[src/rtl/text_disp_pkg.sv]
// rtl/text_disp_pkg.sv - shared move encodings, wrap modes and repeat FSM states
// Purpose: constants and helpers used by the text cursor controller and key repeat generator.
// Contents: MV_* axis move codes, WRAP_* edge modes, rpt_state_e, mv_norm().
package text_disp_pkg;

  localparam logic [1:0] MV_HOLD = 2'b00;
  localparam logic [1:0] MV_DEC  = 2'b01;
  localparam logic [1:0] MV_INC  = 2'b10;

  localparam int WRAP_SAT  = 0;
  localparam int WRAP_AXIS = 1;
  localparam int WRAP_LINE = 2;

  typedef enum logic [1:0] {
    RPT_IDLE   = 2'd0,
    RPT_DELAY  = 2'd1,
    RPT_REPEAT = 2'd2
  } rpt_state_e;

  // Both direction bits set on one axis means "no move" on that axis.
  function automatic logic [1:0] mv_norm(input logic [1:0] m);
    return (m == 2'b11) ? MV_HOLD : m;
  endfunction

endpackage

[src/rtl/key_repeat_gen.sv]
// rtl/key_repeat_gen.sv - press/hold auto-repeat step generator
// Purpose: emits a one-cycle step on a new press, then after REPEAT_DELAY cycles
//          and every REPEAT_RATE cycles thereafter while the same command is held.
// Ports: clk, rst_n (sync active-low), cmd[3:0] normalized {h,v} command,
//        clr (forces IDLE, suppresses step), step (combinational step strobe).
module key_repeat_gen
  import text_disp_pkg::*;
#(
  parameter int REPEAT_DELAY = 25,
  parameter int REPEAT_RATE  = 5,
  localparam int CNT_MAX = (REPEAT_DELAY > REPEAT_RATE) ? REPEAT_DELAY : REPEAT_RATE,
  localparam int CNT_W   = $clog2(CNT_MAX + 1)
) (
  input  logic       clk,
  input  logic       rst_n,
  input  logic [3:0] cmd,
  input  logic       clr,
  output logic       step
);

  localparam logic [CNT_W-1:0] D_LAST = (REPEAT_DELAY > 0) ? CNT_W'(REPEAT_DELAY - 1) : '0;
  localparam logic [CNT_W-1:0] R_LAST = CNT_W'(REPEAT_RATE - 1);

  rpt_state_e       state, state_n;
  logic [CNT_W-1:0] cnt, cnt_n;
  logic [3:0]       latched, latched_n;
  logic             active;

  assign active = (cmd != 4'b0000);

  always_comb begin
    step      = 1'b0;
    state_n   = state;
    cnt_n     = cnt;
    latched_n = latched;
    if (clr) begin
      state_n = RPT_IDLE;
      cnt_n   = '0;
    end else begin
      case (state)
        RPT_IDLE: begin
          if (active) begin
            step      = 1'b1;
            latched_n = cmd;
            state_n   = RPT_DELAY;
            cnt_n     = '0;
          end
        end
        RPT_DELAY, RPT_REPEAT: begin
          if (!active) begin
            state_n = RPT_IDLE;
            cnt_n   = '0;
          end else if (cmd != latched) begin
            // A different held command counts as a fresh press.
            step      = 1'b1;
            latched_n = cmd;
            state_n   = RPT_DELAY;
            cnt_n     = '0;
          end else if (state == RPT_DELAY) begin
            // With no hold delay the FSM parks here: one step per press.
            if (REPEAT_DELAY > 0) begin
              if (cnt == D_LAST) begin
                step    = 1'b1;
                state_n = RPT_REPEAT;
                cnt_n   = '0;
              end else begin
                cnt_n = cnt + 1'b1;
              end
            end
          end else begin
            if (cnt == R_LAST) begin
              step  = 1'b1;
              cnt_n = '0;
            end else begin
              cnt_n = cnt + 1'b1;
            end
          end
        end
        default: begin
          state_n = RPT_IDLE;
          cnt_n   = '0;
        end
      endcase
    end
  end

  always_ff @(posedge clk) begin
    if (!rst_n) begin
      state   <= RPT_IDLE;
      cnt     <= '0;
      latched <= 4'b0000;
    end else begin
      state   <= state_n;
      cnt     <= cnt_n;
      latched <= latched_n;
    end
  end

endmodule

[src/rtl/text_cursor_ctrl.sv]
// rtl/text_cursor_ctrl.sv - 2-D text cursor with auto-repeat and selectable edge wrap
// Purpose: turns held move commands into a registered (col,row) position and linear index.
// Ports: clk, rst_n (sync active-low), move_h[1:0], move_v[1:0] (10=+1, 01=-1),
//        home (force (0,0)), col, row, index = row*COLS+col, moved (position changed pulse).
module text_cursor_ctrl
  import text_disp_pkg::*;
#(
  parameter int COLS         = 80,
  parameter int ROWS         = 30,
  parameter int WRAP_MODE    = 0,
  parameter int REPEAT_DELAY = 25,
  parameter int REPEAT_RATE  = 5,
  localparam int COL_W = $clog2(COLS),
  localparam int ROW_W = $clog2(ROWS),
  localparam int IDX_W = $clog2(COLS * ROWS)
) (
  input  logic             clk,
  input  logic             rst_n,
  input  logic [1:0]       move_h,
  input  logic [1:0]       move_v,
  input  logic             home,
  output logic [COL_W-1:0] col,
  output logic [ROW_W-1:0] row,
  output logic [IDX_W-1:0] index,
  output logic             moved
);

  localparam logic [COL_W:0] COL_LAST = (COL_W + 1)'(COLS - 1);
  localparam logic [ROW_W:0] ROW_LAST = (ROW_W + 1)'(ROWS - 1);

  logic [1:0]       mh, mv;
  logic             inc_h, dec_h, inc_v, dec_v;
  logic             step;
  logic [COL_W-1:0] col_nx;
  logic [ROW_W-1:0] row_nx;
  logic [IDX_W-1:0] index_nx;

  assign mh    = mv_norm(move_h);
  assign mv    = mv_norm(move_v);
  assign inc_h = (mh == MV_INC);
  assign dec_h = (mh == MV_DEC);
  assign inc_v = (mv == MV_INC);
  assign dec_v = (mv == MV_DEC);

  key_repeat_gen #(
    .REPEAT_DELAY (REPEAT_DELAY),
    .REPEAT_RATE  (REPEAT_RATE)
  ) u_rpt (
    .clk   (clk),
    .rst_n (rst_n),
    .cmd   ({mh, mv}),
    .clr   (home),
    .step  (step)
  );

  // +/-1 on one axis; the extra bit keeps the edge compare free of overflow,
  // and the edge is detected by compare so non-power-of-2 sizes wrap correctly.
  function automatic logic [COL_W-1:0] col_step(input logic [COL_W-1:0] c,
                                                input logic inc, input logic dec,
                                                input logic wrap);
    logic [COL_W:0] cx;
    cx = {1'b0, c};
    if (inc) begin
      if (cx == COL_LAST) return wrap ? '0 : c;
      cx = cx + 1'b1;
      return cx[COL_W-1:0];
    end else if (dec) begin
      if (cx == '0) return wrap ? COL_LAST[COL_W-1:0] : c;
      cx = cx - 1'b1;
      return cx[COL_W-1:0];
    end
    return c;
  endfunction

  function automatic logic [ROW_W-1:0] row_step(input logic [ROW_W-1:0] r,
                                                input logic inc, input logic dec,
                                                input logic wrap);
    logic [ROW_W:0] rx;
    rx = {1'b0, r};
    if (inc) begin
      if (rx == ROW_LAST) return wrap ? '0 : r;
      rx = rx + 1'b1;
      return rx[ROW_W-1:0];
    end else if (dec) begin
      if (rx == '0) return wrap ? ROW_LAST[ROW_W-1:0] : r;
      rx = rx - 1'b1;
      return rx[ROW_W-1:0];
    end
    return r;
  endfunction

  assign col_nx = col_step(col, inc_h, dec_h, (WRAP_MODE != WRAP_SAT));

  generate
    if (WRAP_MODE == WRAP_LINE) begin : g_line
      logic carry_up, carry_dn;
      // Column wrap carries into the row; applying carry and vertical step as
      // two chained wrapped +/-1 steps gives (row + v + c) mod ROWS.
      assign carry_up = inc_h && ({1'b0, col} == COL_LAST);
      assign carry_dn = dec_h && (col == '0);
      assign row_nx   = row_step(row_step(row, carry_up, carry_dn, 1'b1), inc_v, dec_v, 1'b1);
    end else begin : g_axis
      assign row_nx = row_step(row, inc_v, dec_v, (WRAP_MODE == WRAP_AXIS));
    end
  endgenerate

  assign index_nx = IDX_W'(int'(row_nx) * COLS + int'(col_nx));

  always_ff @(posedge clk) begin
    if (!rst_n) begin
      col   <= '0;
      row   <= '0;
      index <= '0;
      moved <= 1'b0;
    end else if (home) begin
      col   <= '0;
      row   <= '0;
      index <= '0;
      moved <= (col != '0) || (row != '0);
    end else if (step) begin
      col   <= col_nx;
      row   <= row_nx;
      index <= index_nx;
      moved <= (col_nx != col) || (row_nx != row);
    end else begin
      moved <= 1'b0;
    end
  end

endmodule
[config.mk]
export PLATFORM = sky130hd
export DESIGN_NAME = text_cursor_ctrl
export DESIGN_NICKNAME = d
export VERILOG_FILES = /design/src/rtl/text_disp_pkg.sv /design/src/rtl/key_repeat_gen.sv /design/src/rtl/text_cursor_ctrl.sv
export SDC_FILE = /design/constraint.sdc
export NUM_CORES = 1
export LEC_CHECK = 0
export ABC_AREA = 1
export CAP_MARGIN = 25
export CORE_MARGIN = 4
export CORE_UTILIZATION = 30
export DETAILED_ROUTE_END_ITERATION = 10
export PLACE_DENSITY_LB_ADDON = 0.12
export SETUP_SLACK_MARGIN = 0.02
export SYNTH_ARGS = -nofsm -noshare
export SYNTH_HDL_FRONTEND = slang
export SYNTH_SLANG_ARGS = --single-unit
[constraint.sdc]
create_clock -name clk -period 4.86 [get_ports clk]
set_input_delay 0.972 -clock clk [delete_from_list [all_inputs] [get_ports clk]]
set_output_delay 0.972 -clock clk [all_outputs]
set_load 0.005 [all_outputs]
==> results.md, run 1 <==
- CP startpoint kind: primary input
- GRT Total Usage: 13.4%
- Mapped Avg Cell Area: 6.30 um^2
- CTS Hold Buffers Added: 0
- Post-synthesis mux area share: 0%
- DRC Markers: 0
- Post-Syn Nets: 442
- Multi-input gate area: 0.00163 mm^2
- Post-CTS setup buffers: 0
- Area Growth Syn to Fin: 18.7%
- Reg2Reg Setup Slack: roughly 1.8 ns
- Worst hold-check path type: reg -> reg
- Register area: 641 um^2
- Skew-Pair Late Insertion Delay: 0.29 ns
- Arrival time of the worst setup path: 3.93 ns
- Largest family of logic cells by synthesized area: simple AND/OR/NAND/NOR gates
- CTS tree: yes
- CP max FO: 8
- Top Ports: 32
- Warning count from the yosys run: 0
- Placer Congestion: approximately 0.8
- Post-Synth Simple-Gate Area: 31.1%
- Cell Pwr Density: 283 mW/mm^2
- Number of global-route vias before repair: 2393
- Antenna Nets Post-Route: 0
- Critical path class: in -> reg
- Vias: about 2600
- NumNets Final: about 470
- Final WL: 6460 um
- Total grt overflow: 0
- DR pass1 iterations: 4
- Synth cell types: 34
- Antenna violations before repair: 0
- Reg2reg start: row[1]
- Met3 GRT Util: about 2.4%
- Final Hold Fails: 0
- Comb power frac: between 30% and 40%
- FF-to-FF End: index[10]
- First-pass GRT wire length: 11200 um
- Die width: 101 um
- Cell Area, Placed: 0.00297 mm^2
- Total die area: 0.0102 mm^2
- Clock Power Share: ~30%
- Port Buffers: 31
- Worst Hold End: index[4]
- Final setup viols: 0
- WHS Path Cells: 2
- XOR/XNOR share of the synthesized area: 4.73%
- Cells after Synth: 412
- Most frequent cells in the layout: nand2_1, inv_1, nor2_1, nand3_1, o21ai_0
- CTS Sinks: 32
- N_diodes: 0
- NetSw: ~0.00032 W
- Tmin final: 3.69 ns
- Period utilization: 75.9%
- TNS Setup: 0 ns
- Non-Filler Cell Area, Final: a little over 0.003 mm^2
- Pins Over Slew Limit: 0
- Starting density of the core: a little under a third
- Row cnt: 33
- Root Buffer: clkbuf_8
- Worst-path clk slew: 0.07 ns
- Num CTS Buffers: 5
- Share of layout cells above drive strength 1: about 3.6%
- Largest net degree at the start of global routing: 24
- RSZ-0062 raised after global routing: false
- Post-Syn Area: 0.00259 mm^2
- Core box area: 0.00830 mm^2
- Clk_skew: 0.00423 ns
- Adder-cell area share of the yosys netlist: 11.4%
- Peak supply drop: 0.000110 V
- Vias/cell: around 4.7
- Resize count post-CTS: 0
- LEAKAGE: about 1.5 nW
- CP required: slightly above 5 ns
- DP Wirelength: roughly 5000 um
- Sequential-to-total area share from yosys stat: 24.7%
- Global route hottest layer: met2
- Slew @ Worst Pin: roughly 0.67 ns
- Switching Fraction: 36.3%
- # H-tree levels: 2
- Register share of total power: between 30% and 40%
- DRT iter0 DRCs: 87
- Run status: finished, final reports clean
- Max_cap viols: 0
- Compound-Gate Fraction of Synth Area: 15.6%
- Fill count: 915
- Hold_sp: index[4]
- Die extent in y: 101 um
- Wire per inst: 11.9 um
- GR met2 Demand/Resource: 22.1%
- #FFs+latches synth: 32
- Worst-case clock buffer depth: 2
- M1 GR Usage: 17.9%
- Max Fclk: 271 MHz
- Worst slew margin: approximately 55%
- Path depth of the worst reg2reg path: 18
- Critical Path Sink Type: flip-flop
- Commonest non-fill, non-tap cell in the layout: nand2_1
- Int Power: 0.000555 W
layer usage:
| layer | wire length (um) | part of all wire (%) | vias to the layer above |
|---|---|---|---|
| met2 | 2840 | 44 | 39 |
| met4 | 77 | 1.2 | 0 |
| met5 | 0 | 0 | - |
| met1 | 3280 | 51 | 1161 |
| li1 | - | - | 1377 |
| met3 | 260 | 4.0 | 6 |
power groups by stage:
| stage | clock network [W] | registers, W | logic (W) |
|---|---|---|---|
| 6_report | 0.000258 | 0.000302 | 0.000312 |
| 3_5_place_dp | 0 | 0.000308 | 0.000313 |
| 3_3_place_gp | 0 | 0.000308 | 0.000315 |
| 5_1_grt | 0.000274 | 0.000306 | 0.000364 |
| 4_1_cts | 0.000266 | 0.000302 | 0.000316 |
| 2_1_floorplan | 0 | 0.000301 | 0.000231 |
worst max path at each step:
stage / startpoint / to / slack (ns) / cells past startpoint
finish: move_v[0] / index[10] / 1.17 / 21
global route: move_v[0] / index[10] / 0.76 / 21
CTS: move_v[0] / index[10] / 1.16 / 21
detailed placement: move_v[0] / index[10] / 0.86 / 21
global placement: move_v[0] / index[10] / 0.96 / 21
floorplan: move_v[0] / index[10] / 1.65 / 20
worst max-delay path, cell delays in order:
cell	delay [ns]
clkdlybuf4s50_1	0.49
inv_1	0.05
ha_1	0.23
inv_1	0.20
nor2_1	0.11
a21oi_1	0.19
nand2_1	0.07
nand2_1	0.10
nand2_1	0.06
inv_1	0.11
nor2_1	0.05
ha_1	0.22
fa_1	0.52
nand2_1	0.05
inv_1	0.10
nand3_1	0.11
nor2_1	0.10
nand2_1	0.05
nand3_1	0.06
nand2_1	0.05
inv_1	0.04
cell usage after synthesis, drive strengths merged:
| cell | instances | area (um^2) |
|---|---|---|
| o31ai | 1 | 7.51 |
| a22oi | 1 | 7.51 |
| nor3b | 1 | 7.51 |
| dfxtp | 32 | 641 |
| nor3 | 2 | 10.0 |
| xor2 | 10 | 87.6 |
| nand3b | 1 | 7.51 |
| clkinv | 1 | 3.75 |
| or2 | 2 | 12.5 |
| o21ai | 34 | 170 |
| a31oi | 5 | 31.3 |
| a21oi | 27 | 135 |
| clkbuf | 2 | 7.51 |
| ha | 22 | 275 |
| nand4 | 6 | 37.5 |
| a21o | 1 | 7.51 |
| nor2 | 48 | 183 |
| buf | 11 | 72.6 |
| o221ai | 1 | 8.76 |
| nand3 | 36 | 190 |
| a211oi | 2 | 15.0 |
| inv | 64 | 240 |
| fa | 1 | 20.0 |
| nand2 | 94 | 358 |
| a21boi | 1 | 7.51 |
| xnor2 | 4 | 35.0 |
| o211ai | 2 | 15.0 |
state kept, by name, summed over array words and instances (netlist names):
register,flops
u_rpt.state,2
col,7
u_rpt.latched,4
u_rpt.cnt,5
index,8
moved,1
row,5
metrics by stage:
| step | hold slack [ns] | setup WS, ns | utilization [%] | power, W | std cells |
|---|---|---|---|---|---|
| 2_1_floorplan | 0.470 | 1.65 | - | 0.000531 | 412 |
| 3_3_place_gp | 0.474 | 0.961 | 35.8 | 0.000623 | 537 |
| 5_1_grt | 0.521 | 0.763 | 37.1 | 0.000944 | 545 |
| 3_5_place_dp | 0.482 | 0.859 | 35.8 | 0.000621 | 537 |
| 6_report | 0.489 | 1.17 | 37.1 | 0.000872 | 545 |
| 4_1_cts | 0.497 | 1.16 | 37.1 | 0.000884 | 545 |
area by class of cell:
| class | count | share of cell area, % |
|---|---|---|
| Sequential cell | 32 | 20.8 |
| Inverter | 65 | 7.93 |
| Clock buffer | 6 | 2.36 |
| Clock inverter | 2 | 1.14 |
| Multi-Input combinational cell | 302 | 52.9 |
| Timing Repair Buffer | 33 | 10.6 |
| Tap cell | 105 | 4.27 |
cells by family (layout without fill, tap and decap cells):
kind of cell	Yosys count	in the layout
flops	32	32
fa+ha+maj	23	23
buf+inv	78	106
simple gates	190	190
compound gates	75	75
xor+xnor	14	14
No activity file was read; power rests on OpenSTA's default activity.
==> inputs of run 2 (changes only) <==
clock period = 3.75 ns   (was 4.86 ns; I/O delays follow)
==> results.md, run 2 (synthesis gave the netlist of run 1 again) <==
- Reg2Reg Setup Slack: 0.74 ns (was 1.81 ns)
- Slew @ Worst Pin: 0.521 ns (was 0.667 ns)
- Commonest non-fill, non-tap cell in the layout: nand2_1 (unchanged)
- # H-tree levels: 2 (unchanged)
- Resize count post-CTS: 0 (unchanged)
- TNS Setup: 0 ns (unchanged)
- Largest net degree at the start of global routing: 28 (was 24)
- Multi-input gate area: 0.00163 mm^2 (unchanged)
- FF-to-FF End: index[10] (unchanged)
- Worst hold-check path type: reg -> reg (unchanged)
- Top Registers: index: 8 flops, col: 7 flops (unchanged)
- Port Buffers: 31 (unchanged)
- Skew-Pair Late Insertion Delay: 0.28 ns (was 0.29 ns)
- Run status: finished, final reports clean (unchanged)
- Post-CTS setup buffers: 0 (unchanged)
- Critical path class: in -> reg (unchanged)
- Reg with most FFs: index (unchanged)
- CP required: 3.99 ns (was 5.10 ns)
- CP max FO: 5 (was 8)
- RSZ-0062 raised after global routing: false (unchanged)
- Arrival time of the worst setup path: 3.59 ns (was 3.93 ns)
- Hold slack final: 0.489 ns (about the same)
- Worst-path clk slew: 0.07 ns (about the same)
- WP depth: 21 (unchanged)
- Area Growth Syn to Fin: 20.6% (was 18.7%)
- Max_cap viols: 0 (unchanged)
- Vias: 2603 (was 2583)
- Wire per inst: 11.7 um (was 11.9 um)
- Path depth of the worst reg2reg path: 18 (unchanged)
- Final setup viols: 0 (unchanged)
- CP max stage cell: fa_1 (unchanged)
- Most used cell, CP: nand2_1 (unchanged)
- LEAKAGE: 1.50 nW (was 1.48 nW)
- Register area: 641 um^2 (unchanged)
- Final cell count without fillers: 550 (was 545)
- Cell Area, Placed: 0.00302 mm^2 (was 0.00297 mm^2)
- Pins Over Slew Limit: 0 (unchanged)
- N_diodes: 0 (unchanged)
- Crit path largest cell delay: 0.51 ns (was 0.52 ns)
- Reg2reg start: row[0] (was row[1])
- CTS Hold Buffers Added: 0 (unchanged)
- Crit path buffers/inverters: 6 (unchanged)
- Vias/cell: 4.73 (was 4.74)
- NumNets Final: 474 (was 469)
- Row cnt: 33 (unchanged)
- GRT Total Usage: 13.5% (was 13.4%)
- Worst-case clock buffer depth: 2 (unchanged)
- First-pass GRT wire length: 11200 um (about the same)
- Placed insts: 542 (was 537)
- Final WL: 6440 um (was 6460 um)
- Delay-heaviest family, CP: adder cells (was buffers and inverters)
- Final Hold Fails: 0 (unchanged)
- Max Fclk: 298 MHz
- Total die area: 0.0102 mm^2 (unchanged)
- Core box area: 0.00830 mm^2 (unchanged)
- Die extent in y: 101 um (unchanged)
- Max reg flops: 8 (unchanged)
- DP Wirelength: 4900 um (was 4920 um)
- Peak supply drop: 0.000145 V (was 0.000110 V)
- Cell-by-cell trace of the critical path: clkdlybuf4s50_1, inv_1, ha_1, inv_1, nor2_1, a21oi_1, nand2_1, nand2_1, nand2_1, inv_1, nor2_1, ha_1, fa_1, nand2_1, inv_1, nand3_1, nor2_1, nand2_1, nand3_1, nand2_1, inv_1 (unchanged)
- Root Buffer: clkbuf_8 (unchanged)
- Antenna Nets Post-Route: 0 (unchanged)
- Most frequent cells in the layout: nand2_1, inv_1, nor2_1, nand3_1, o21ai_0 (unchanged)
- CTS Sinks: 32 (unchanged)
- Tmin final: 3.35 ns
- Hold_sp: index[5] (was index[4])
- DRT iter0 DRCs: 121 (was 87)
- Worst Hold End: index[5] (was index[4])
- Worst slew margin: 65.2% (was 55.5%)
- Critical Path Sink Type: flip-flop (unchanged)
- Share of layout cells above drive strength 1: 4.72% (was 3.64%)
- CP startpoint kind: primary input (unchanged)
- Non-Filler Cell Area, Final: 0.00313 mm^2 (was 0.00308 mm^2)
- Cell Pwr Density: 365 mW/mm^2 (was 283 mW/mm^2)
- Critical path startpoint: move_v[0] (unchanged)
- WHS Path Cells: 2 (unchanged)
- CTS tree: yes (unchanged)
- Die width: 101 um (unchanged)
- DRC Markers: 0 (unchanged)
- Top Ports: 32 (unchanged)
- Starting density of the core: 31.3% (unchanged)
- Period utilization: 89.3%
- Clk_skew: 0.00355 ns (was 0.00423 ns)
- Placer Congestion: 0.842 (was 0.814)
- Antenna violations before repair: 0 (unchanged)
- Fill count: 895 (was 915)
- Num CTS Buffers: 5 (unchanged)
- Number of global-route vias before repair: 2356 (was 2393)
- DR pass1 iterations: 4 (unchanged)
- Total grt overflow: 0 (unchanged)
==> run 2: cell types whose count changed in the layout (fill, tap and decap cells not counted), sizes merged <==
cell,delta
buf,+5
==> run 2: worst register-to-register path: stages (launching register included) <==
cell and delay [ns]:
dfxtp_1 0.45, inv_1 0.17, ha_1 0.30, nand3_2 0.14, nand2_1 0.06, o21ai_0 0.06
nand2_1 0.11, xor2_1 0.17, ha_1 0.22, ha_1 0.20, fa_1 0.51, nand2_1 0.06
inv_1 0.10, nand3_1 0.11, nor2_1 0.10, nand2_1 0.05, nand3_1 0.06, nand2_1 0.05
inv_1 0.04
==> run 2: power by group <==
group          total [W]  internal [W]  switching, W
Combinational   0.000417      0.000170      0.000247
Sequential      0.000391      0.000364     0.0000276
Clock           0.000333      0.000197      0.000136
Total            0.00114      0.000731      0.000411
==> run 2: worst max path at each step <==
stage / end
2_1_floorplan: index[10]
3_3_place_gp: index[10]
3_5_place_dp: index[10]
4_1_cts: index[10]
5_1_grt: index[10]
6_report: index[10]
==> run 2: area by class of cell <==
cell class / instances / share of cell area (%)
flip-flops and latches: 32 / 20.5
multi-input cells: 302 / 52.1
inverters: 65 / 7.80
repair buffers: 38 / 12.0
clock inverters: 2 / 1.12
clock buffers: 6 / 2.32
well taps: 105 / 4.20
==> run 2: through the flow <==
stage | util (%) | setup WS [ns] | total power [W]
floorplan | - | 0.764 | 0.000689
global placement | 36.4 | 0.120 | 0.000823
finish | 37.7 | 0.400 | 0.00114
CTS | 37.7 | 0.369 | 0.00116
detailed placement | 36.4 | 0.0750 | 0.000819
global route | 37.7 | 0.0436 | 0.00125
==> run 2: metal layers <==
layer / vias to the layer above / GRT usage, % / part of all wire (%)
met1: 1160 / 18.1 / 50
met3: 8 / 2.91 / 4.9
met4: 0 / 3.48 / 1.5
met5: - / 0 / 0
li1: 1382 / - / -
met2: 53 / 22.1 / 44
